===== src/rtl/vga_plot_arbiter.sv =====
// ---------------------------------------------------------------------------
// vga_plot_arbiter
//
// Round-robin arbiter that shares the single VGA pixel-write port among up to
// N_REQ sprite drawers. Index 0 is User1, index 1 is User2, and 2..7 are
// bullets. A drawer raises req and waits for its grant bit. It then streams
// pixels, one per cycle at most, and finally releases with done or by
// dropping req. The winning pixel is registered onto the VGA adapter inputs.
// A drawer that never releases is cut off after MAX_BURST accepted pixels.
//
// Ports
//   CLOCK_50     system clock; all state changes on its rising edge
//   reset        synchronous, active-high reset
//   req          per-requester ownership request (level)
//   done         per-requester release pulse
//   pix_valid    per-requester pixel strobe
//   pix_x/y/color  packed pixel data; requester i at [i*W +: W]
//   grant        one-hot ownership, all-zero when nobody owns the port
//   VGA_X/Y/COLOR  registered pixel to the VGA adapter
//   plot_enable  registered write strobe matching VGA_X/Y/COLOR
//   busy         high while a grant is held
//   timeout_err  one-cycle pulse when a burst is forcibly terminated
// ---------------------------------------------------------------------------
module vga_plot_arbiter #(
  parameter int N_REQ     = 8,
  parameter int MAX_BURST = 256,
  parameter int X_W       = 9,
  parameter int Y_W       = 8,
  parameter int C_W       = 3
) (
  input  logic                 CLOCK_50,
  input  logic                 reset,
  input  logic [N_REQ-1:0]     req,
  input  logic [N_REQ-1:0]     done,
  input  logic [N_REQ-1:0]     pix_valid,
  input  logic [N_REQ*X_W-1:0] pix_x,
  input  logic [N_REQ*Y_W-1:0] pix_y,
  input  logic [N_REQ*C_W-1:0] pix_color,
  output logic [N_REQ-1:0]     grant,
  output logic [X_W-1:0]       VGA_X,
  output logic [Y_W-1:0]       VGA_Y,
  output logic [C_W-1:0]       VGA_COLOR,
  output logic                 plot_enable,
  output logic                 busy,
  output logic                 timeout_err
);

  localparam int PTR_W = (N_REQ > 1) ? $clog2(N_REQ) : 1;
  localparam int CNT_W = $clog2(MAX_BURST + 1);

  localparam logic [1:0] ST_IDLE = 2'd0;
  localparam logic [1:0] ST_OWN  = 2'd1;
  localparam logic [1:0] ST_GAP  = 2'd2;

  localparam logic [CNT_W-1:0] BURST_LIMIT = CNT_W'(MAX_BURST);
  localparam logic [PTR_W-1:0] LAST_IDX    = PTR_W'(N_REQ - 1);

  // Architectural state
  logic [1:0]       state_q, state_d;
  logic [PTR_W-1:0] ptr_q, ptr_d;
  logic [PTR_W-1:0] owner_q, owner_d;
  logic [N_REQ-1:0] grant_q, grant_d;
  logic [CNT_W-1:0] burst_cnt_q, burst_cnt_d;
  logic             busy_q, busy_d;

  // Registered VGA-side outputs
  logic [X_W-1:0]   vga_x_q, vga_x_d;
  logic [Y_W-1:0]   vga_y_q, vga_y_d;
  logic [C_W-1:0]   vga_color_q, vga_color_d;
  logic             plot_enable_q, plot_enable_d;
  logic             timeout_err_q, timeout_err_d;

  // Round-robin scan result
  logic             scan_found;
  logic [PTR_W-1:0] scan_idx;

  // Current owner's view of the request bus
  logic             own_req;
  logic             own_done;
  logic             own_valid;
  logic [X_W-1:0]   own_x;
  logic [Y_W-1:0]   own_y;
  logic [C_W-1:0]   own_color;

  // Release decision for the OWN state
  logic             limit_hit;
  logic             release_now;

  // Round-robin scan: first asserted req at or above ptr, wrapping around.
  // The candidate index is reduced modulo N_REQ so non-power-of-two counts
  // also wrap correctly.
  always_comb begin
    logic [PTR_W-1:0] cand;
    scan_found = 1'b0;
    scan_idx   = '0;
    cand       = '0;
    for (int i = 0; i < N_REQ; i++) begin
      cand = PTR_W'((int'(ptr_q) + i) % N_REQ);
      if (!scan_found && req[cand]) begin
        scan_found = 1'b1;
        scan_idx   = cand;
      end
    end
  end

  // Multiplex the owner's lane out of the packed buses. Non-owner lanes are
  // never looked at, which is what isolates other drawers' pixels and dones.
  always_comb begin
    own_req   = 1'b0;
    own_done  = 1'b0;
    own_valid = 1'b0;
    own_x     = '0;
    own_y     = '0;
    own_color = '0;
    for (int i = 0; i < N_REQ; i++) begin
      if (owner_q == PTR_W'(i)) begin
        own_req   = req[i];
        own_done  = done[i];
        own_valid = pix_valid[i];
        own_x     = pix_x[i*X_W +: X_W];
        own_y     = pix_y[i*Y_W +: Y_W];
        own_color = pix_color[i*C_W +: C_W];
      end
    end
  end

  // The burst limit is reached by the pixel that brings the count to
  // MAX_BURST. The counter never exceeds MAX_BURST-1 while in OWN, so the
  // increment here cannot overflow.
  always_comb begin
    limit_hit   = own_valid && ((burst_cnt_q + CNT_W'(1)) == BURST_LIMIT);
    release_now = own_done || !own_req || limit_hit;
  end

  // Next-state logic for the IDLE -> OWN -> GAP -> IDLE cycle.
  always_comb begin
    state_d       = state_q;
    ptr_d         = ptr_q;
    owner_d       = owner_q;
    grant_d       = grant_q;
    burst_cnt_d   = burst_cnt_q;
    busy_d        = busy_q;
    vga_x_d       = vga_x_q;
    vga_y_d       = vga_y_q;
    vga_color_d   = vga_color_q;
    plot_enable_d = 1'b0;
    timeout_err_d = 1'b0;

    case (state_q)
      ST_IDLE: begin
        if (scan_found) begin
          state_d     = ST_OWN;
          owner_d     = scan_idx;
          burst_cnt_d = '0;
          busy_d      = 1'b1;
          for (int i = 0; i < N_REQ; i++) begin
            grant_d[i] = (scan_idx == PTR_W'(i));
          end
        end
      end

      ST_OWN: begin
        // The pixel on the release cycle is still plotted.
        if (own_valid) begin
          vga_x_d       = own_x;
          vga_y_d       = own_y;
          vga_color_d   = own_color;
          plot_enable_d = 1'b1;
          if (burst_cnt_q != BURST_LIMIT) begin
            burst_cnt_d = burst_cnt_q + CNT_W'(1);
          end
        end

        if (release_now) begin
          state_d = ST_GAP;
          grant_d = '0;
          busy_d  = 1'b0;
          ptr_d   = (owner_q == LAST_IDX) ? '0 : owner_q + PTR_W'(1);
          // Only a pure burst-limit cut-off counts as an error; a polite
          // release that happens to coincide with the limit does not.
          timeout_err_d = limit_hit && !own_done && own_req;
        end
      end

      ST_GAP: begin
        state_d = ST_IDLE;
      end

      default: begin
        state_d = ST_IDLE;
        grant_d = '0;
        busy_d  = 1'b0;
      end
    endcase
  end

  // State registers with synchronous reset. A reset mid-burst simply drops
  // the grant; no error pulse is produced and arbitration restarts at 0.
  always_ff @(posedge CLOCK_50) begin
    if (reset) begin
      state_q       <= ST_IDLE;
      ptr_q         <= '0;
      owner_q       <= '0;
      grant_q       <= '0;
      burst_cnt_q   <= '0;
      busy_q        <= 1'b0;
      vga_x_q       <= '0;
      vga_y_q       <= '0;
      vga_color_q   <= '0;
      plot_enable_q <= 1'b0;
      timeout_err_q <= 1'b0;
    end else begin
      state_q       <= state_d;
      ptr_q         <= ptr_d;
      owner_q       <= owner_d;
      grant_q       <= grant_d;
      burst_cnt_q   <= burst_cnt_d;
      busy_q        <= busy_d;
      vga_x_q       <= vga_x_d;
      vga_y_q       <= vga_y_d;
      vga_color_q   <= vga_color_d;
      plot_enable_q <= plot_enable_d;
      timeout_err_q <= timeout_err_d;
    end
  end

  assign grant       = grant_q;
  assign busy        = busy_q;
  assign VGA_X       = vga_x_q;
  assign VGA_Y       = vga_y_q;
  assign VGA_COLOR   = vga_color_q;
  assign plot_enable = plot_enable_q;
  assign timeout_err = timeout_err_q;

endmodule


===== config.mk =====
export PLATFORM = sky130hd
export DESIGN_NAME = vga_plot_arbiter
export DESIGN_NICKNAME = d
export VERILOG_FILES = /design/src/rtl/vga_plot_arbiter.sv
export SDC_FILE = /design/constraint.sdc
export NUM_CORES = 1
export LEC_CHECK = 0
export ABC_AREA = 1
export CORE_ASPECT_RATIO = 2
export CORE_MARGIN = 3
export CORE_UTILIZATION = 38
export CTS_BUF_LIST = sky130_fd_sc_hd__clkbuf_2 sky130_fd_sc_hd__clkbuf_4 sky130_fd_sc_hd__clkbuf_8
export CTS_CLUSTER_DIAMETER = 40
export DETAILED_ROUTE_END_ITERATION = 6
export GPL_ROUTABILITY_DRIVEN = 0
export PLACE_DENSITY = 0.79
export SETUP_SLACK_MARGIN = 0.4
export SYNTH_ARGS = -nofsm -noshare
export SYNTH_HDL_FRONTEND = slang
export SYNTH_SLANG_ARGS = --single-unit

===== constraint.sdc =====
create_clock -name CLOCK_50 -period 2.8 [get_ports CLOCK_50]
set_clock_uncertainty 0.1 [all_clocks]
set_input_delay 0.84 -clock CLOCK_50 [delete_from_list [all_inputs] [get_ports CLOCK_50]]
set_output_delay 0.84 -clock CLOCK_50 [all_outputs]
set_load 0.01 [all_outputs]

Yosys cells after proc, flatten, opt, wreduce, memory -nomap -nowiden
Index checks and enable logic that the tools add are counted.
- register bits after elaboration: 48
- input port bits: 186
- output and inout bits: 31
- logic and storage cells: 181
- add/subtract/negate cells: 9
- $lt $le $gt $ge: 8
- eq/ne operators: 22
- mux-type cells: 95
- bitwise operators: 3
- reductions and logical operators: 33
- operators by type and width (cell ; number):
    $mux W9 ; 11
    $mux W8 ; 10
    $mux W3 ; 17
    $mux W1 ; 43
    $lt A3 B4 Y1 const B ; 8
    $bmux W1 S3 ; 8
    $eq A3 B3 Y1 const B ; 8
    $pmux W8 S3 ; 1
    $pmux W9 S2 ; 1
    $add A3 B3 Y3 const B ; 4
    $eq A3 B2 Y1 const B ; 4
    $logic_and A1 B1 Y1 ; 10
    $add A9 B1 Y9 const B ; 1
    $eq A9 B9 Y1 const B ; 1
    $logic_not A1 Y1 ; 9
    $ne A9 B9 Y1 const B ; 1
    $ne A2 B2 Y1 const B ; 4
    $reduce_and A2 Y1 ; 4
    $add A3 B1 Y3 const B ; 2
    $add A3 B2 Y3 const B ; 2
    $eq A3 B1 Y1 const B ; 2
    $logic_not A3 Y1 ; 2
    $mux W2 ; 2
    $pmux W2 S2 ; 1
    11 further kinds ; 14

Longest topological paths before layout
- depth in word-level cells: 27
- gate-level depth with buffers: 20
- depth with buffers taken out: 18

Least setup slack after synthesis
Ideal clock, no wire load.
- kind: register -> register
- start point: reg ptr_q[0]
- end point: reg burst_cnt_q[0]
- setup time: 0.116 ns
- arrival time: 2.379 ns
- data required time: 2.584 ns
- path slack: 0.206 ns
- cell stages (with the launch flop): 19
- path buffers: 2
- period minus slack after synthesis: 2.594 ns
- cells stage by stage: dfxtp_1 > buf_6 > inv_4 > buf_8 > ha_1 > inv_1 > nand3_2 > nand3_2 > nand2_4 > nor2_8 > nand4_4 > nor2_4 > nand2_2 > inv_2 > nand3_1 > nand2_2 > inv_2 > nor2_1 > nor2_1
- cells in the longest elaborated chain, start to end: 26
- elaborated cells on any way between the ends: 47
- classes of those cells: add/sub (7); eq/ne (1); mux (24); reduce/logical (15)
- RTL lines (element ; RTL line ; text):
    start, declared ; 60 ; logic [PTR_W-1:0] ptr_q, ptr_d;
    start signal, assigned ; 214 ; ptr_q <= ptr_d;
    parallel branches: the longest is 23 deep, another holds $add A3 B1 Y3 ; - ;
    $mux W1 * ; 99 ; if (!scan_found && req[cand]) begin
    $ne A2 B2 Y1 (no line) * ; - ;
    $reduce_and A4 Y1 (no line) * ; - ;
    end signal, assigned ; 217 ; burst_cnt_q <= burst_cnt_d;
    end, declared ; 63 ; logic [CNT_W-1:0] burst_cnt_q, burst_cnt_d;
Mark *: on every way between the ends. The select of a mux whose other input is x is not followed.
A chain may end at the register's enable or synchronous reset.

Worst setup path after layout
- start point: reg ptr_q[0]
- end point: reg grant_q[2], in the netlist grant[2]
- cells in the longest elaborated chain, start to end: 27
- elaborated cells on any way between the ends: 58
- classes of those cells: add/sub (7); eq/ne (2); mux (34); reduce/logical (15)
- RTL lines (element ; RTL line ; text):
    parallel branches: the longest is 27 deep, another holds $add A3 B1 Y3 ; - ;
    end signal, assigned ; 216 ; grant_q <= grant_d;
    end, declared ; 62 ; logic [N_REQ-1:0] grant_q, grant_d;
Several ways; the timed one is not identified. The select of a mux whose other input is x is not followed.

==> impl_metrics.env <==
export IMPL_outcome="finished clean"
export IMPL_numClockSinks=48
export IMPL_hp_class="reg -> reg"
export IMPL_max_vdd_ir_drop_mv=1.12
export IMPL_start_kind="flop"
export IMPL_final_setup_viol_count=0
export IMPL_drive_above_1_share_pct=28.3
export IMPL_post_synthesis_register_bit_count=48
export IMPL_die_h_um=158
export IMPL_synth_warning_count=0
export IMPL_grt_setup_unrepaired="yes"
export IMPL_groute_usage_overall_pct=30.5
export IMPL_maxSlewViolCount=0
export IMPL_setup_worst_path_end_class="flop"
export IMPL_num_antenna_cells=0
export IMPL_r2r_cells=15
export IMPL_cellPowerDensity_nw_per_um2=1220
export IMPL_synthesis_nets=914
export IMPL_post_drt_wl_per_cell_um=19.9
export IMPL_floorplan_io_pins=217
export IMPL_routed_wirelength_um=22500
export IMPL_worst_endpoint_required_ns=2.94
export IMPL_initial_core_util_pct=39.6
export IMPL_clk_root_buffer_cell="sky130_fd_sc_hd__clkbuf_8"
export IMPL_syn_area_per_cell_um2=6.12
export IMPL_synth_seq_area_share_pct=21.9
export IMPL_overall_power_consumption_mw=9.99
export IMPL_postLayoutCellArea_um2=8220
export IMPL_fin_nets=1184
export IMPL_clk_latency_ns=0.30
export IMPL_fp_rows=54
export IMPL_synth_enable_flop_cells=0
export IMPL_fin_util_pct=74.2
export IMPL_period_minus_slack_ns=2.64
export IMPL_rrSetupSlack_ns=0.16
export IMPL_core_ar_um2=11100
export IMPL_grt_pass1_wl_um=30100
export IMPL_timing_max_cap_violations=0
export IMPL_die_w_um=82.0
export IMPL_crit_fanout=6
export IMPL_cts_clk_slew_worst_paths_ns=0.09
export IMPL_post_synth_instance_area_um2=4390
export IMPL_overflow=0
export IMPL_numPortBuffers=216
export IMPL_relative_slew_margins_pct=63.5
export IMPL_dominantRegCellSynth="sky130_fd_sc_hd__dfxtp_1"
export IMPL_worst_ep_arrival_time_ns=2.77
export IMPL_layout_area_overhead_vs_synth_pct=87.5
export IMPL_drt_drc_violations_left=0
export IMPL_crit_reg2reg_capture="grant[2]"
export IMPL_floorplan_die_area_um2=12900
export IMPL_vias_after_detailed_routing=6332
export IMPL_detailedPlacementHpwl_um=15000
export IMPL_critical_path_slowest_cell="sky130_fd_sc_hd__dfxtp_4"
export IMPL_post_synth_inst_count=717
export IMPL_cts_inserted_buffers=5
export IMPL_worst_setup_margin_ns=0.161
export IMPL_post_drt_via_cell_ratio=5.62
export IMPL_grt_start_max_net_pins=34
export IMPL_timing_setup_critical_path_class="reg -> reg"
export IMPL_leakage_nw=3.48
export IMPL_grt_pass1_vias=6059
export IMPL_async_reset_ff_share_pct=0
export IMPL_hold_buffers=0
export IMPL_dr_first_iter_drc_count=438
export IMPL_max_freq_mhz=379
export IMPL_final_antenna_violating_net_count=0
export IMPL_worstMarginPinSlew_ns=0.547
export IMPL_synth_cell_types=44
export IMPL_crit_chain="inv_4 > ha_4 > inv_8 > nand3_4 > nand2_1 > nor2_2 > a31oi_2 > inv_1 > nor2_4 > nand3_4 > nand2_2 > nor2_1 > nor2_2 > nand3_1 > a21oi_1"
export IMPL_clockBufferDepth=2
export IMPL_critPathCapture="grant[2]"
export IMPL_pre_cts_ws_ns=-0.292
export IMPL_post_route_period_util_pct=94.2
export IMPL_drtPass1Iterations=5
export IMPL_critical_path_max_stage_delay_ns=0.39
export IMPL_timing_rr_start="ptr_q[0]"
export IMPL_worstSetupStartpoint="ptr_q[0]"
export IMPL_hold_violations=0
export IMPL_tritoncts="yes"
export IMPL_number_of_antenna_violations_at_the_first_check_in_global_routing=0
export IMPL_placed_area_um2=6900
export IMPL_cts_htree_levels=2
==> worst max-delay path: cells and delay by family (launching register included) <==
family                   cells  cell delay (ns)
buffers and inverters        3             0.28
adder cells (fa/ha/maj)      1             0.30
flip-flops                   1             0.39
AND/OR/NAND/NOR              9             1.15
AO/OA/AOI/OAI                2             0.34
==> state kept, by name, summed over array words and instances (netlist names) <==
signal,cells
VGA_X,9
burst_cnt_q,9
VGA_Y,8
grant,8
VGA_COLOR,3
owner_q,3
ptr_q,3
state_q,2
busy,1
plot_enable,1
timeout_err,1
==> how the worst min path moves through the flow <==
stage | from | end | slack, ns | cells after the start
3_3_place_gp | VGA_Y[6] | VGA_Y[6] | 0.36 | 2
4_1_cts | VGA_Y[2] | VGA_Y[2] | 0.38 | 2
2_1_floorplan | burst_cnt_q[7] | burst_cnt_q[7] | 0.38 | 2
3_5_place_dp | VGA_Y[2] | VGA_Y[2] | 0.36 | 2
6_report | VGA_Y[2] | VGA_Y[2] | 0.37 | 2
5_1_grt | VGA_Y[2] | VGA_Y[2] | 0.39 | 2
==> metal layers <==
metal	vias up	track usage [%]	wire [um]
li1	2972	-	-
met1	2938	29.3	7350
met2	329	57.8	12300
met3	93	6.78	1430
met4	0	16.0	1360
met5	-	0	0
==> final cells by class <==
cell class | count | area (um^2)
clock inverter | 1 | 8.76
inverter | 52 | 238
tap | 140 | 175
timing repair buffer | 302 | 2940
timing repair inverter | 1 | 7.51
fill | 795 | 2860
multi-input combinational | 577 | 3790
sequential | 48 | 980
clock buffer | 6 | 82.6
==> cells in the final DEF (no fill, tap or decap), drive strengths merged, types with 8 or more instances in the layout <==
cell type,netlist,routed
a31oi,11,11
inv,51,50
o21ai,59,59
buf,11,94
xor2,8,8
nand3,110,110
dfxtp,48,48
a21oi,32,32
nor2,59,59
ha,11,11
clkdlybuf4s50,0,203
nand2,215,216
o211ai,46,46
==> kinds of logic after synthesis <==
family	synth area share, %
adders and majority gates	3.14
AOI/OAI and AO/OA	21.4
DFF	21.9
and+or+nand+nor	42.4
xor gates and xnor gates	2.40
buffers and inverters	8.78
==> synth_stat cells (all sizes together), types with 2 or more instances <==
master / number / area, um^2
dfxtp: 48 / 961
inv: 51 / 194
nand2: 215 / 887
nand3: 110 / 618
nand3b: 2 / 15.0
a21oi: 32 / 164
xor2: 8 / 70.1
xnor2: 4 / 35.0
nand4: 5 / 46.3
ha: 11 / 138
nor2: 59 / 253
o21ai: 59 / 299
a211oi: 2 / 15.0
buf: 11 / 75.1
o221ai: 2 / 17.5
clkbuf: 30 / 113
o22ai: 2 / 12.5
a31oi: 11 / 68.8
o211ai: 46 / 345
==> per-stage QoR <==
step | TNS, ns | instances | hold slack, ns
final | 0 | 1127 | 0.374
after global routing | 0 | 1127 | 0.390
after CTS | 0 | 1108 | 0.376
after detailed placement | -6.05 | 1074 | 0.361
after global placement | -5.24 | 1074 | 0.357
after floorplan | 0 | 717 | 0.379
==> where the power goes <==
| group | switching (mW) | leakage (nW) | internal [mW] |
|---|---|---|---|
| Sequential | 0.244 | 0.395 | 0.927 |
| Combinational | 4.81 | 3.03 | 3.56 |
| Clock | 0.247 | 0.0473 | 0.198 |
==> repair_timing <==
item | 4_1_cts | 5_1_grt
cloned | 4 | 0
resized for setup | 130 | 158
pin swaps | 53 | 85
setup endpoints to repair | 47 | 46
buffers inserted | 23 | 19
(Power assumes the default switching activity.)
